File: src/rtl/sha256_digest_serializer.sv
// Collects the eight SHA-256 hash words from the compression core into a
// 256-bit digest register. It presents the digest in parallel and streams it
// out big-endian as 32 bytes over a valid/ready byte interface.
module sha256_digest_serializer #(
  parameter int DATA_WIDTH = 32,
  parameter int NUM_WORDS  = 8,
  parameter int BYTE_WIDTH = 8
) (
  input  logic                            clk,
  input  logic                            rst_n,
  input  logic [DATA_WIDTH-1:0]           word_in,
  input  logic                            word_dv_in,
  input  logic [6:0]                      word_idx_in,
  output logic [BYTE_WIDTH-1:0]           byte_out,
  output logic                            byte_valid_out,
  input  logic                            byte_ready_in,
  output logic [NUM_WORDS*DATA_WIDTH-1:0] digest_out,
  output logic                            digest_valid_out,
  output logic                            busy_out,
  output logic                            done_out
);

  localparam int DIG_W     = NUM_WORDS * DATA_WIDTH;
  localparam int NUM_BYTES = DIG_W / BYTE_WIDTH;
  localparam int CNT_W     = $clog2(NUM_BYTES);
  localparam logic [CNT_W-1:0] LAST_BYTE = CNT_W'(NUM_BYTES - 1);

  typedef enum logic [1:0] {IDLE, CAPTURE, SEND, DONE} state_t;

  state_t                 state, state_nx;
  logic [NUM_WORDS-1:0]   mask, mask_nx;
  logic [CNT_W-1:0]       cnt, cnt_nx;
  logic [DIG_W-1:0]       digest_nx;
  logic                   dig_vld_nx;
  logic                   word_ok;
  logic [BYTE_WIDTH-1:0]  byte_nx;

  // Big-endian byte pick: byte 0 is the top byte of word 0.
  function automatic logic [BYTE_WIDTH-1:0] sel_byte(input logic [DIG_W-1:0] d,
                                                     input logic [CNT_W-1:0] k);
    logic [BYTE_WIDTH-1:0] b;
    b = '0;
    for (int i = 0; i < NUM_BYTES; i++) begin
      if (k == i[CNT_W-1:0]) b = d[DIG_W-1-i*BYTE_WIDTH -: BYTE_WIDTH];
    end
    return b;
  endfunction

  // Next-state, capture and streaming decisions; outputs are registered from these.
  always_comb begin
    state_nx   = state;
    mask_nx    = mask;
    cnt_nx     = cnt;
    digest_nx  = digest_out;
    dig_vld_nx = digest_valid_out;
    word_ok    = word_dv_in && (word_idx_in < 7'(NUM_WORDS));
    case (state)
      IDLE, CAPTURE: begin
        if (word_ok) begin
          for (int i = 0; i < NUM_WORDS; i++) begin
            if (word_idx_in == i[6:0]) begin
              digest_nx[DIG_W-1-i*DATA_WIDTH -: DATA_WIDTH] = word_in;
              mask_nx[i] = 1'b1;
            end
          end
          // A new digest starts: the previous one is no longer valid.
          dig_vld_nx = 1'b0;
          state_nx   = CAPTURE;
          if (&mask_nx) begin
            state_nx   = SEND;
            cnt_nx     = '0;
            dig_vld_nx = 1'b1;
          end
        end
      end
      SEND: begin
        // byte_valid_out is high for all of SEND, so ready alone marks a transfer.
        if (byte_ready_in) begin
          if (cnt == LAST_BYTE) state_nx = DONE;
          else                  cnt_nx   = cnt + 1'b1;
        end
      end
      DONE: begin
        state_nx = IDLE;
        mask_nx  = '0;
      end
      default: state_nx = IDLE;
    endcase
    byte_nx = (state_nx == SEND) ? sel_byte(digest_nx, cnt_nx) : '0;
  end

  // State, capture registers and registered outputs.
  always_ff @(posedge clk) begin
    if (!rst_n) begin
      state            <= IDLE;
      mask             <= '0;
      cnt              <= '0;
      digest_out       <= '0;
      digest_valid_out <= 1'b0;
      byte_out         <= '0;
      byte_valid_out   <= 1'b0;
      busy_out         <= 1'b0;
      done_out         <= 1'b0;
    end else begin
      state            <= state_nx;
      mask             <= mask_nx;
      cnt              <= cnt_nx;
      digest_out       <= digest_nx;
      digest_valid_out <= dig_vld_nx;
      byte_out         <= byte_nx;
      byte_valid_out   <= (state_nx == SEND);
      busy_out         <= (state_nx == SEND);
      done_out         <= (state_nx == DONE);
    end
  end

endmodule
File: config.mk
export PLATFORM = sky130hd
export DESIGN_NAME = sha256_digest_serializer
export DESIGN_NICKNAME = d
export VERILOG_FILES = /design/src/rtl/sha256_digest_serializer.sv
export SDC_FILE = /design/constraint.sdc
export NUM_CORES = 1
export LEC_CHECK = 0
export ABC_AREA = 1
export CAP_MARGIN = 20
export CORE_ASPECT_RATIO = 0.75
export CORE_UTILIZATION = 50
export CTS_CLUSTER_DIAMETER = 80
export DETAILED_ROUTE_END_ITERATION = 6
export MAX_ROUTING_LAYER = met4
export PLACE_DENSITY = 0.77
export SYNTH_ARGS = -nofsm -noshare
export SYNTH_HDL_FRONTEND = slang
export SYNTH_SLANG_ARGS = --single-unit
File: constraint.sdc
create_clock -name clk -period 7.95 [get_ports clk]
set_clock_uncertainty 0.05 [all_clocks]
set_input_delay 1.1925 -clock clk [delete_from_list [all_inputs] [get_ports clk]]
set_output_delay 1.1925 -clock clk [all_outputs]
set_load 0.01 [all_outputs]
== Yosys cells after proc, flatten, opt, wreduce, memory -nomap -nowiden ==
Index checks and enable logic that the tools add are counted.
Storage, ports and cells
  word-level logic and storage cells: 144
  output and inout bits: 268
  bits in registers: 282
Cells by class
  reduce and logical (&&, ||, !) cells: 10
  mux-type cells: 79
  equality and inequality tests: 45
  $lt $le $gt $ge: 1
  $add $sub $neg: 1
Operators by type and width (count)
  $mux W256: 2
  $mux W8: 33
  $mux W32: 8
  $eq A5 B5 Y1 const B: 17
  $eq A5 B4 Y1 const B: 8
  $eq A7 B3 Y1 const B: 4
  $mux W1: 25
  $eq A5 B3 Y1 const B: 4
  $mux W5: 4
  $pmux W8 S2: 1
  $eq A7 B2 Y1 const B: 2
  $eq A5 B2 Y1 const B: 2
  $pmux W5 S2: 1
  $eq A2 B2 Y1 const B: 4
  $mux W2: 4
  $reduce_and A8 Y1: 1
  $eq A7 B1 Y1 const B: 1
  $logic_not A7 Y1: 1
  $lt A7 B4 Y1 const B: 1
  $pmux W2 S3: 1
  $reduce_and A2 Y1: 3
  $add A5 B1 Y5 const B: 1
  $eq A5 B1 Y1 const B: 1
  $logic_not A5 Y1: 1
  other kinds (6): 6

== Depth between registers and ports, before layout ==
Gate-level depths: netlist of run 1.
  depth after elaboration: 41
  gate-level depth with buffers: 34
  gate-level depth less buffers: 33

== Worst setup path before layout of run 1 ==
No wires, ideal clock.
  path type: input port to flip-flop
  start: input word_idx_in[5]
  end: register byte_out[2]
  buffers on the path: 1
  path slack: 4.156 ns
  cell stages on the path: 33
  data required time: 7.791 ns
  arrival time: 3.635 ns
  cells stage by stage: inv_1 nand2_1 nor2_4 buf_6 nand2_1 nand2_1 nand3_1 nor2_2 nand2_2 a21oi_1 nor2_4 nand2_1 nor2_4 inv_2 nor2_1 nor2_1 nand4_1 nand2_1 nand3_1 nand2_1 nand4_1 nand2_1 nand3_1 nand2_1 nand3_1 nand2_1 nand4_1 nand2_1 nand4_1 nand2_1 nand3_1 nand2_1 inv_1
On the way
  word-level cells in the longest chain between the ends: 41
  elaborated cells on any way between the ends: 117
  classes of those cells: order compare (1); eq/ne (39); mux (72); reduce/logical (5)
RTL lines
  from (decl): RTL line 13  | input logic [6:0] word_idx_in,
  $eq A7 B1 Y1 (tied with other cells): RTL line 61  | if (word_idx_in == i[6:0]) begin
  $mux W1: RTL line 61
  $mux W1: RTL line 59  | if (word_ok) begin
  $mux W1: RTL line 57  | case (state)
  $reduce_and A8 Y1: RTL line 69  | if (&mask_nx) begin
  $mux W5: RTL line 69
  $mux W5: RTL line 59
  $pmux W5 S2: RTL line 57
  $logic_not A5 Y1: RTL line 44  | if (k == i[CNT_W-1:0]) b = d[DIG_W-1-i*BYTE_WIDTH -: BYTE_WIDTH];
  $mux W8 (32 in a row): RTL line 44
  to (signal assigned): RTL line 110  | byte_out <= byte_nx;
  to (decl): RTL line 14  | output logic [BYTE_WIDTH-1:0] byte_out,
Several ways; a longest one is shown, not always the timed one. The select of a mux whose other input is x is not followed.
A chain may end at the register's enable or synchronous reset.

== Worst setup path after layout of run 1 ==
  start: input word_idx_in[5]
  end: register byte_out[0]
The elaborated chain is that of the path after synthesis.

==> flow_metrics.py, run 1 <==
metrics = {
    "global_routing": {
        "grt_pass1_vias": 12700,
        "antenna_found_initial": 0,
        "track_usage_pct": 41.8,
        "grt_pass1_wl_mm": 80.1,
        "grt_max_degree": 123,
        "grt-ovfl-total": 0,
    },
    "synth": {
        "synth_xor_xnor_area_share_pct": 0.0676,
        "synth_cells": 1929,
        "synth_compound_area_share_pct": 12.3,
        "yosysSeqAreaShare_pct": 43.6,
        "synth_top_area_share_pct": 43.6,
        "syn_nets": 1973,
        "synth_top_cell_by_area": "dfxtp_1",
        "ys_warn_count": 0,
        "syn_avg_cell_area_um2": 6.72,
        "yosys.area_share.simple_pct": 34.9,
        "yosysUniqueCellTypes": 35,
        "ys_seq_elements": 282,
        "synth_top_family_by_area": "simple AND/OR/NAND/NOR gates",
        "yosys-top-cells-area": "dfxtp_1 44%, nor2_1 18%, a21oi_1 9.2%",
        "synthAdderAreaFrac_pct": 0.0966,
        "syn-cell-area_um2": 13000,
        "synthMuxAreaShare_pct": 1.00,
    },
    "route": {
        "vias_per_cell": 5.66,
        "routed_wirelength_mm": 55.7,
        "ant_nets": 0,
        "drc": 0,
        "drt_iter0_markers": 2046,
        "dr.pass1.iters": 6,
        "wl_per_cell_um": 21.8,
        "dr_total_vias": 14500,
    },
    "cells_and_area": {
        "final_area_um2": 17200,
        "synthToLayoutAreaGrowth_pct": 33.0,
        "final_common_cell": "nor2_1",
        "final_util_pct": 68.4,
        "fin_nets": 2242,
        "most-common-layout-cells": "616 x nor2_1, 310 x clkdlybuf4s50_1, 282 x dfxtp_1, 239 x a21oi_1, 233 x nand2_1",
        "drive_gt1_share_pct": 7.31,
    },
    "sta": {
        "slew_headroom_pct": 28.9,
        "slew_viol_final": 0,
        "finalHoldViolations": 0,
        "worst_pin_slew_ns": 1.06,
        "timing.fmax_ghz": 0.172,
        "worst_slack_ns": 2.15,
        "period_needed_ns": 5.80,
        "fin_tns_setup_ns": 0,
        "setup_viol_count_final": 0,
        "hold_ws_ns": 0.409,
        "min_period_over_period_pct": 72.9,
        "rsz0062_at_grt": "false",
    },
    "die": {
        "rows": 50,
        "core_um2": 25200,
        "top_level_ports": 311,
        "die-area_um2": 26600,
        "fp.dieW_um": 188,
        "initial_core_util_pct": 51.4,
        "dieHeight_um": 141,
    },
    "setup_path": {
        "start_kind": "input port",
        "worstPathMaxFanout": 48,
        "cp.required_ns": 8.36,
        "crit_slowest_cell": "nand3_2",
        "r2r_end": "byte_out[0]",
        "cpMostUsedCell": "nand2_1",
        "crit-reg2reg-launch": "state[1]",
        "path_class": "input port to flip-flop",
        "r2r_slack_ns": 3.33,
        "end_kind": "flip-flop",
        "rr_worst_depth": 25,
        "arrival_ns": 6.21,
        "cpPeakStageDelay_ns": 0.76,
    },
    "pwr": {
        "power_density_nw_per_um2": 168,
        "leakagePower_nw": 7.23,
        "peakVddDrop_uv": 181,
    },
    "clock_tree": {
        "cts-hold-fix-buffers": 0,
        "cts_buffers": 29,
        "clkTransAtPathRegs_ns": 0.07,
        "cts.sinks": 282,
        "post_cts_resized": 0,
        "cts_root_buf": "clkbuf_16",
        "cts_tree": "done",
        "clk_path_buf_depth": 3,
        "clk_latency_ns": 0.57,
        "cts_setup_buffers": 0,
        "htree_levels": 1,
    },
    "min_path": {
        "hold_class": "flip-flop to flip-flop",
        "hp-start": "mask[2]",
        "worstHoldPathCells": 2,
        "worstHoldEndpoint": "mask[2]",
    },
    "place": {
        "postPlaceCellArea_um2": 16300,
        "pre_cts_ws_ns": 1.78,
        "hpwl_mm": 38.3,
        "gp_congestion": 0.970,
        "io_buffers": 310,
    },
    "run_status": {
        "status": "completed",
    },
    "run": {
        "maxCapViolCount": 0,
    },
}
## worst max path at each step
stage | from | to | depth (start not counted)
floorplan | word_idx_in[5] | byte_out[2] | 33
global placement | word_idx_in[5] | byte_out[6] | 26
detailed placement | word_idx_in[5] | byte_out[6] | 26
CTS | word_idx_in[5] | byte_out[6] | 26
global route | word_idx_in[5] | byte_out[0] | 29
finish | word_idx_in[5] | byte_out[0] | 29
## cell families (layout without fill, tap and decap cells)
kind of cell,Yosys count,after routing
adders and majority gates,1,1
xor gates and xnor gates,1,1
buffers and inverters,269,557
DFF,282,282
other,0,3
and+or+nand+nor,1059,1059
AOI/OAI and AO/OA,304,304
muxes,13,13
## critical path, delay by kind of cell
| family | cells | cell delay, ns |
|---|---|---|
| AND/OR/NAND/NOR | 24 | 3.86 |
| buffers and inverters | 4 | 0.67 |
| multiplexers | 1 | 0.46 |
## layer usage
metal | GRT usage, % | vias to the layer above | routed length, um | part of all wire, %
li1 | - | 6603 | - | -
met1 | 61.1 | 6714 | 24200 | 43
met2 | 55.5 | 1014 | 21900 | 39
met3 | 8.11 | 145 | 7360 | 13
met4 | 16.6 | 0 | 2200 | 4.0
met5 | - | - | 0 | 0
## layout make-up
class                   instances  area [um2]
clock buffers                  44         852
well taps                     338         423
flip-flops and latches        282        5650
inverters                     179         677
fillers                      2151        7980
repair buffers                328        3260
clock inverters                 6        65.1
multi-input cells            1378        6300
diodes                          3        7.51
## cell usage after synthesis
master	count
clkbuf_1	77
dfxtp_1	282
nand3_2	2
nand3_1	38
buf_2	9
nand2_4	2
a21oi_2	1
ha_1	1
nor2_1	616
buf_4	1
o21a_1	18
or2_0	15
a31oi_1	1
or2_1	23
buf_6	2
xor2_1	1
clkinv_1	3
o21ai_1	3
buf_1	1
nor3_1	2
nand2_2	6
nand4_1	50
nand2_1	235
a21oi_1	239
nor2_2	8
o21ai_0	33
and2_1	1
nand3_4	1
inv_2	14
a21boi_1	1
mux2i_1	13
or2_2	50
nor2_4	10
o31ai_1	8
inv_1	162
## flip-flops by register name, summed over array words and instances (netlist names)
signal	count
mask	8
digest_out	256
digest_valid_out	1
done_out	1
busy_out	1
byte_out	8
state	2
cnt	5
## report_power, final
group / leakage [nW] / internal [mW] / switching (mW)
clock: 0.454 / 0.768 / 0.597
combinational: 4.51 / 0.0265 / 0.0977
sequential: 2.27 / 1.41 / 0.000562
## metrics by stage
step	power [mW]	cells
after floorplan	1.48	1929
after global routing	2.95	2555
after detailed placement	1.56	2503
after CTS	2.88	2553
final	2.90	2558
after global placement	1.56	2502
(Power assumes the default switching activity.)
==> run 2, diff against run 1 <==
Settings changed: CORE_UTILIZATION 50 to 45, PLACE_DENSITY 0.77 to 0.73.
Clock period 7.95 ns to 5.3 ns, I/O delays scaled along.
==> run 2 against run 1 <==
Sequential power up 50%. First-iteration DRC count up 12%. Utilization down 5.9 points. Global-route usage down 3.7 points. Critical endpoint is now byte_out[6]. Hold slack better by 0.0020 ns. Die area up 11%. Critical path depth unchanged. Setup slack worse by 1.5 ns.
==> flow_metrics.py, run 2 (same netlist as run 1, synthesis figures left out) <==
metrics = {
    "sta": {
        "setup_viol_count_final": 0,
        "min_period_over_period_pct": 87.9,
        "slew_viol_final": 0,
        "finalHoldViolations": 0,
        "worst_pin_slew_ns": 0.875,
        "fin_tns_setup_ns": 0,
        "period_needed_ns": 4.66,
        "slew_headroom_pct": 41.5,
        "rsz0062_at_grt": "false",
        "timing.fmax_ghz": 0.215,
    },
    "place": {
        "place_inst": 2585,
        "hpwl_mm": 40.5,
        "gp_congestion": 1.03,
        "io_buffers": 310,
    },
    "run": {
        "maxCapViolCount": 0,
    },
    "global_routing": {
        "grt_max_degree": 144,
        "track_usage_pct": 38.1,
        "grt_pass1_wl_mm": 80.0,
        "grt_pass1_vias": 12600,
        "antenna_found_initial": 2,
        "grt-ovfl-total": 0,
    },
    "setup_path": {
        "crit_slowest_cell": "clkdlybuf4s50_1",
        "arrival_ns": 5.05,
        "end_kind": "flip-flop",
        "cpPeakStageDelay_ns": 0.40,
        "r2r_end": "byte_out[6]",
        "cpMostUsedCell": "nand4_1",
        "cp-endpoint": "byte_out[6]",
        "cp.required_ns": 5.69,
        "start_kind": "input port",
        "r2r_slack_ns": 0.96,
        "crit_start": "word_idx_in[5]",
        "worstPathMaxFanout": 14,
        "path_class": "input port to flip-flop",
        "rr_worst_depth": 28,
        "crit-reg2reg-launch": "state[1]",
    },
    "clock_tree": {
        "htree_levels": 1,
        "post_cts_resized": 0,
        "cts_root_buf": "clkbuf_16",
        "clk_latency_ns": 0.56,
        "clkTransAtPathRegs_ns": 0.06,
        "cts_buffers": 28,
        "cts.sinks": 282,
        "clk_path_buf_depth": 3,
        "cts_setup_buffers": 0,
        "cts-hold-fix-buffers": 0,
        "cts_tree": "done",
    },
    "min_path": {
        "hp-start": "mask[4]",
        "hold_class": "flip-flop to flip-flop",
    },
    "cells_and_area": {
        "fin_nets": 2275,
        "reg_top3": "digest_out (256), byte_out (8), mask (8)",
        "most-common-layout-cells": "616 x nor2_1, 310 x clkdlybuf4s50_1, 282 x dfxtp_1, 239 x a21oi_1, 233 x nand2_1",
        "finalNonFillerCells": 2638,
        "final_util_pct": 62.5,
        "filler_cell_count": 2591,
        "regMostFlops": "digest_out",
        "drive_gt1_share_pct": 8.75,
        "register_area_um2": 5650,
        "synthToLayoutAreaGrowth_pct": 36.0,
        "multi_input_area_um2": 6300,
        "largest_register_ffs": 256,
        "final_common_cell": "nor2_1",
    },
    "die": {
        "rows": 53,
        "die-area_um2": 29500,
        "initial_core_util_pct": 46.0,
        "dieHeight_um": 149,
        "core_um2": 28200,
        "top_level_ports": 311,
        "fp.dieW_um": 198,
    },
    "route": {
        "dr_total_vias": 14300,
        "routed_wirelength_mm": 56.0,
        "wl_per_cell_um": 21.2,
        "drt_iter0_markers": 2285,
        "ant_nets": 0,
        "vias_per_cell": 5.40,
        "dr.pass1.iters": 6,
        "drc": 0,
    },
    "pwr": {
        "power_mw": 4.41,
        "power_density_nw_per_um2": 250,
        "leakagePower_nw": 7.42,
        "peakVddDrop_uv": 259,
    },
    "run_status": {
        "status": "completed",
    },
}
==> run 2: cell type report <==
cell class | count | area share [%]
clock inverter | 6 | 0.455
timing repair buffer | 362 | 20.2
sequential | 282 | 32.0
clock buffer | 44 | 4.89
inverter | 179 | 3.84
tap | 385 | 2.73
multi-input combinational | 1378 | 35.8
antenna | 2 | 0.0284
==> run 2: stage by stage <==
stage | setup WS (ns) | hold slack [ns] | area, um2
after floorplan | 1.90 | 0.380 | 13000
after global placement | 0.253 | 0.395 | 16600
after detailed placement | 0.251 | 0.399 | 16600
after CTS | 0.773 | 0.410 | 17600
after global routing | 0.241 | 0.436 | 17600
final | 0.640 | 0.411 | 17600
==> run 2: power by group <==
part / switching [mW] / internal [mW] / total [mW]
combinational: 0.153 / 0.0506 / 0.204
clock: 0.878 / 1.21 / 2.08
sequential: 0.000863 / 2.12 / 2.12
==> run 2: worst min-delay path by stage <==
stage                     slack [ns]  cells after the start       to
after floorplan                 0.38                      2  mask[4]
after global placement          0.39                      2  mask[4]
after detailed placement        0.40                      2  mask[4]
after CTS                       0.41                      2  mask[4]
after global routing            0.44                      2  mask[5]
final                           0.41                      2  mask[4]
==> run 2: routing by layer <==
| metal | vias up | routed length, um | GRT usage [%] |
|---|---|---|---|
| li1 | 6673 | - | - |
| met2 | 924 | 22400 | 52.6 |
| met5 | - | 0 | - |
| met1 | 6540 | 23900 | 55.0 |
| met4 | 0 | 1760 | 10.4 |
| met3 | 113 | 7910 | 8.89 |
==> run 2: critical path: cells and delay by family <==
kind / cells / cell delay, ns
and+or+nand+nor: 25 / 3.30
AOI/OAI and AO/OA: 1 / 0.30
buffers and inverters: 3 / 0.61
==> run 3, diff against run 2 <==
Settings changed: CELL_PAD_IN_SITES_DETAIL_PLACEMENT set to 1, CELL_PAD_IN_SITES_GLOBAL_PLACEMENT set to 1, CORE_UTILIZATION 45 to 31.
==> run 3 against run 2 <==
Via count is 1.7% higher. Sequential power hardly changed. Clock power grew 7%. Critical endpoint is now byte_out[7]. Largest power group is now clock.
==> flow_metrics.py, run 3 (same netlist as run 1, synthesis figures left out) <==
metrics = {
    "clock_tree": {
        "cts_setup_buffers": 0,
        "clk_latency_ns": 0.58,
        "cts.sinks": 282,
        "clk_path_buf_depth": 3,
        "cts-hold-fix-buffers": 0,
        "htree_levels": 1,
        "cts_buffers": 31,
        "clkTransAtPathRegs_ns": 0.06,
        "cts_root_buf": "clkbuf_16",
        "cts_tree": "done",
    },
    "sta": {
        "slew_viol_final": 0,
        "worst_slack_ns": 0.380,
        "fin_tns_setup_ns": 0,
        "rsz0062_at_grt": "false",
        "worst_pin_slew_ns": 1.02,
        "setup_viol_count_final": 0,
        "min_period_over_period_pct": 92.8,
        "timing.fmax_ghz": 0.203,
        "finalHoldViolations": 0,
        "slew_headroom_pct": 31.8,
        "hold_ws_ns": 0.410,
        "period_needed_ns": 4.92,
    },
    "setup_path": {
        "end_kind": "flip-flop",
        "crit_slowest_cell": "clkdlybuf4s50_1",
        "arrival_ns": 5.34,
        "cpMostUsedCell": "nand2_1",
        "path_class": "input port to flip-flop",
        "cpPeakStageDelay_ns": 0.40,
        "start_kind": "input port",
        "cp.required_ns": 5.72,
        "worstPathMaxFanout": 12,
    },
    "die": {
        "core_um2": 41000,
        "initial_core_util_pct": 31.6,
        "die-area_um2": 42600,
        "top_level_ports": 311,
        "rows": 64,
        "fp.dieW_um": 238,
        "dieHeight_um": 179,
    },
    "pwr": {
        "peakVddDrop_uv": 238,
        "power_density_nw_per_um2": 252,
        "leakagePower_nw": 7.56,
    },
    "route": {
        "drt_iter0_markers": 1354,
        "dr.pass1.iters": 5,
        "drc": 0,
        "vias_per_cell": 5.09,
        "dr_total_vias": 14500,
        "routed_wirelength_mm": 67.2,
        "wl_per_cell_um": 23.6,
        "ant_nets": 0,
    },
    "run_status": {
        "status": "completed",
    },
    "cells_and_area": {
        "fin_nets": 2299,
        "regMostFlops": "digest_out",
        "final_util_pct": 44.1,
        "reg_top3": "digest_out (256), byte_out (8), mask (8)",
        "largest_register_ffs": 256,
        "most-common-layout-cells": "616 x nor2_1, 310 x clkdlybuf4s50_1, 282 x dfxtp_1, 239 x a21oi_1, 233 x nand2_1",
        "filler_cell_count": 5207,
        "synthToLayoutAreaGrowth_pct": 39.6,
        "final_common_cell": "nor2_1",
        "drive_gt1_share_pct": 9.78,
    },
    "place": {
        "hpwl_mm": 50.4,
        "io_buffers": 310,
        "gp_congestion": 0.941,
        "pre_cts_ws_ns": -0.0360,
    },
    "global_routing": {
        "grt_pass1_vias": 14200,
        "grt_pass1_wl_mm": 95.2,
        "antenna_found_initial": 9,
        "track_usage_pct": 31.7,
        "grt_max_degree": 107,
        "grt-ovfl-total": 0,
    },
    "min_path": {
        "hold_class": "flip-flop to flip-flop",
    },
    "run": {
        "maxCapViolCount": 0,
    },
}
-- run 3: routing by layer --
layer	track usage [%]	vias up	wire length [um]
met2	45.6	620	28500
met1	43.8	7032	30900
met5	-	-	0
li1	-	6735	-
met4	10.1	0	1970
met3	7.19	102	5830
-- run 3: where the power goes --
group          leakage (nW)  internal (mW)  total [mW]  switching (mW)
Sequential             2.27           2.12        2.12        0.000869
Clock                 0.506           1.28        2.22           0.941
Combinational          4.78         0.0533       0.218           0.165
-- run 3: critical path, delay by kind of cell --
kind | cells | cell delay, ns
AO/OA/AOI/OAI | 1 | 0.31
AND/OR/NAND/NOR | 27 | 3.24
buffers and inverters | 5 | 0.95
-- run 3: path summary, 6_finish.rpt --
| path | cells after the start | from | end | slack (ns) |
|---|---|---|---|---|
| max | 33 | word_idx_in[6] | byte_out[7] | 0.38 |
| max reg2reg | 32 | state[1] | byte_out[7] | 0.44 |
| min | 2 | mask[4] | mask[4] | 0.41 |
| min reg2reg | 2 | mask[4] | mask[4] | 0.41 |
-- run 3: through the flow --
step	instances	cell area, um2	power (mW)
global placement	2783	17000	2.38
CTS	2840	18100	4.58
floorplan	1929	13000	2.23
detailed placement	2783	17000	2.38
global route	2848	18100	4.68
finish	2848	18100	4.56
-- run 3: cell type report --
type                    instances  area [um2]  area share, %
diodes                          8        20.0          0.111
well taps                     561         702           3.88
inverters                     179         677           3.74
repair buffers                383        3710           20.5
multi-input cells            1378        6310           34.9
clock buffers                  48         920           5.09
flip-flops and latches        282        5650           31.2
clock inverters                 9        95.1          0.526
-- run 3: timing repair --
| item | CTS | global route |
|---|---|---|
| hold endpoints to repair | 0 | 0 |
| endpoints found under the setup margin | 0 | 1 |
| resized for setup | 0 | 1 |
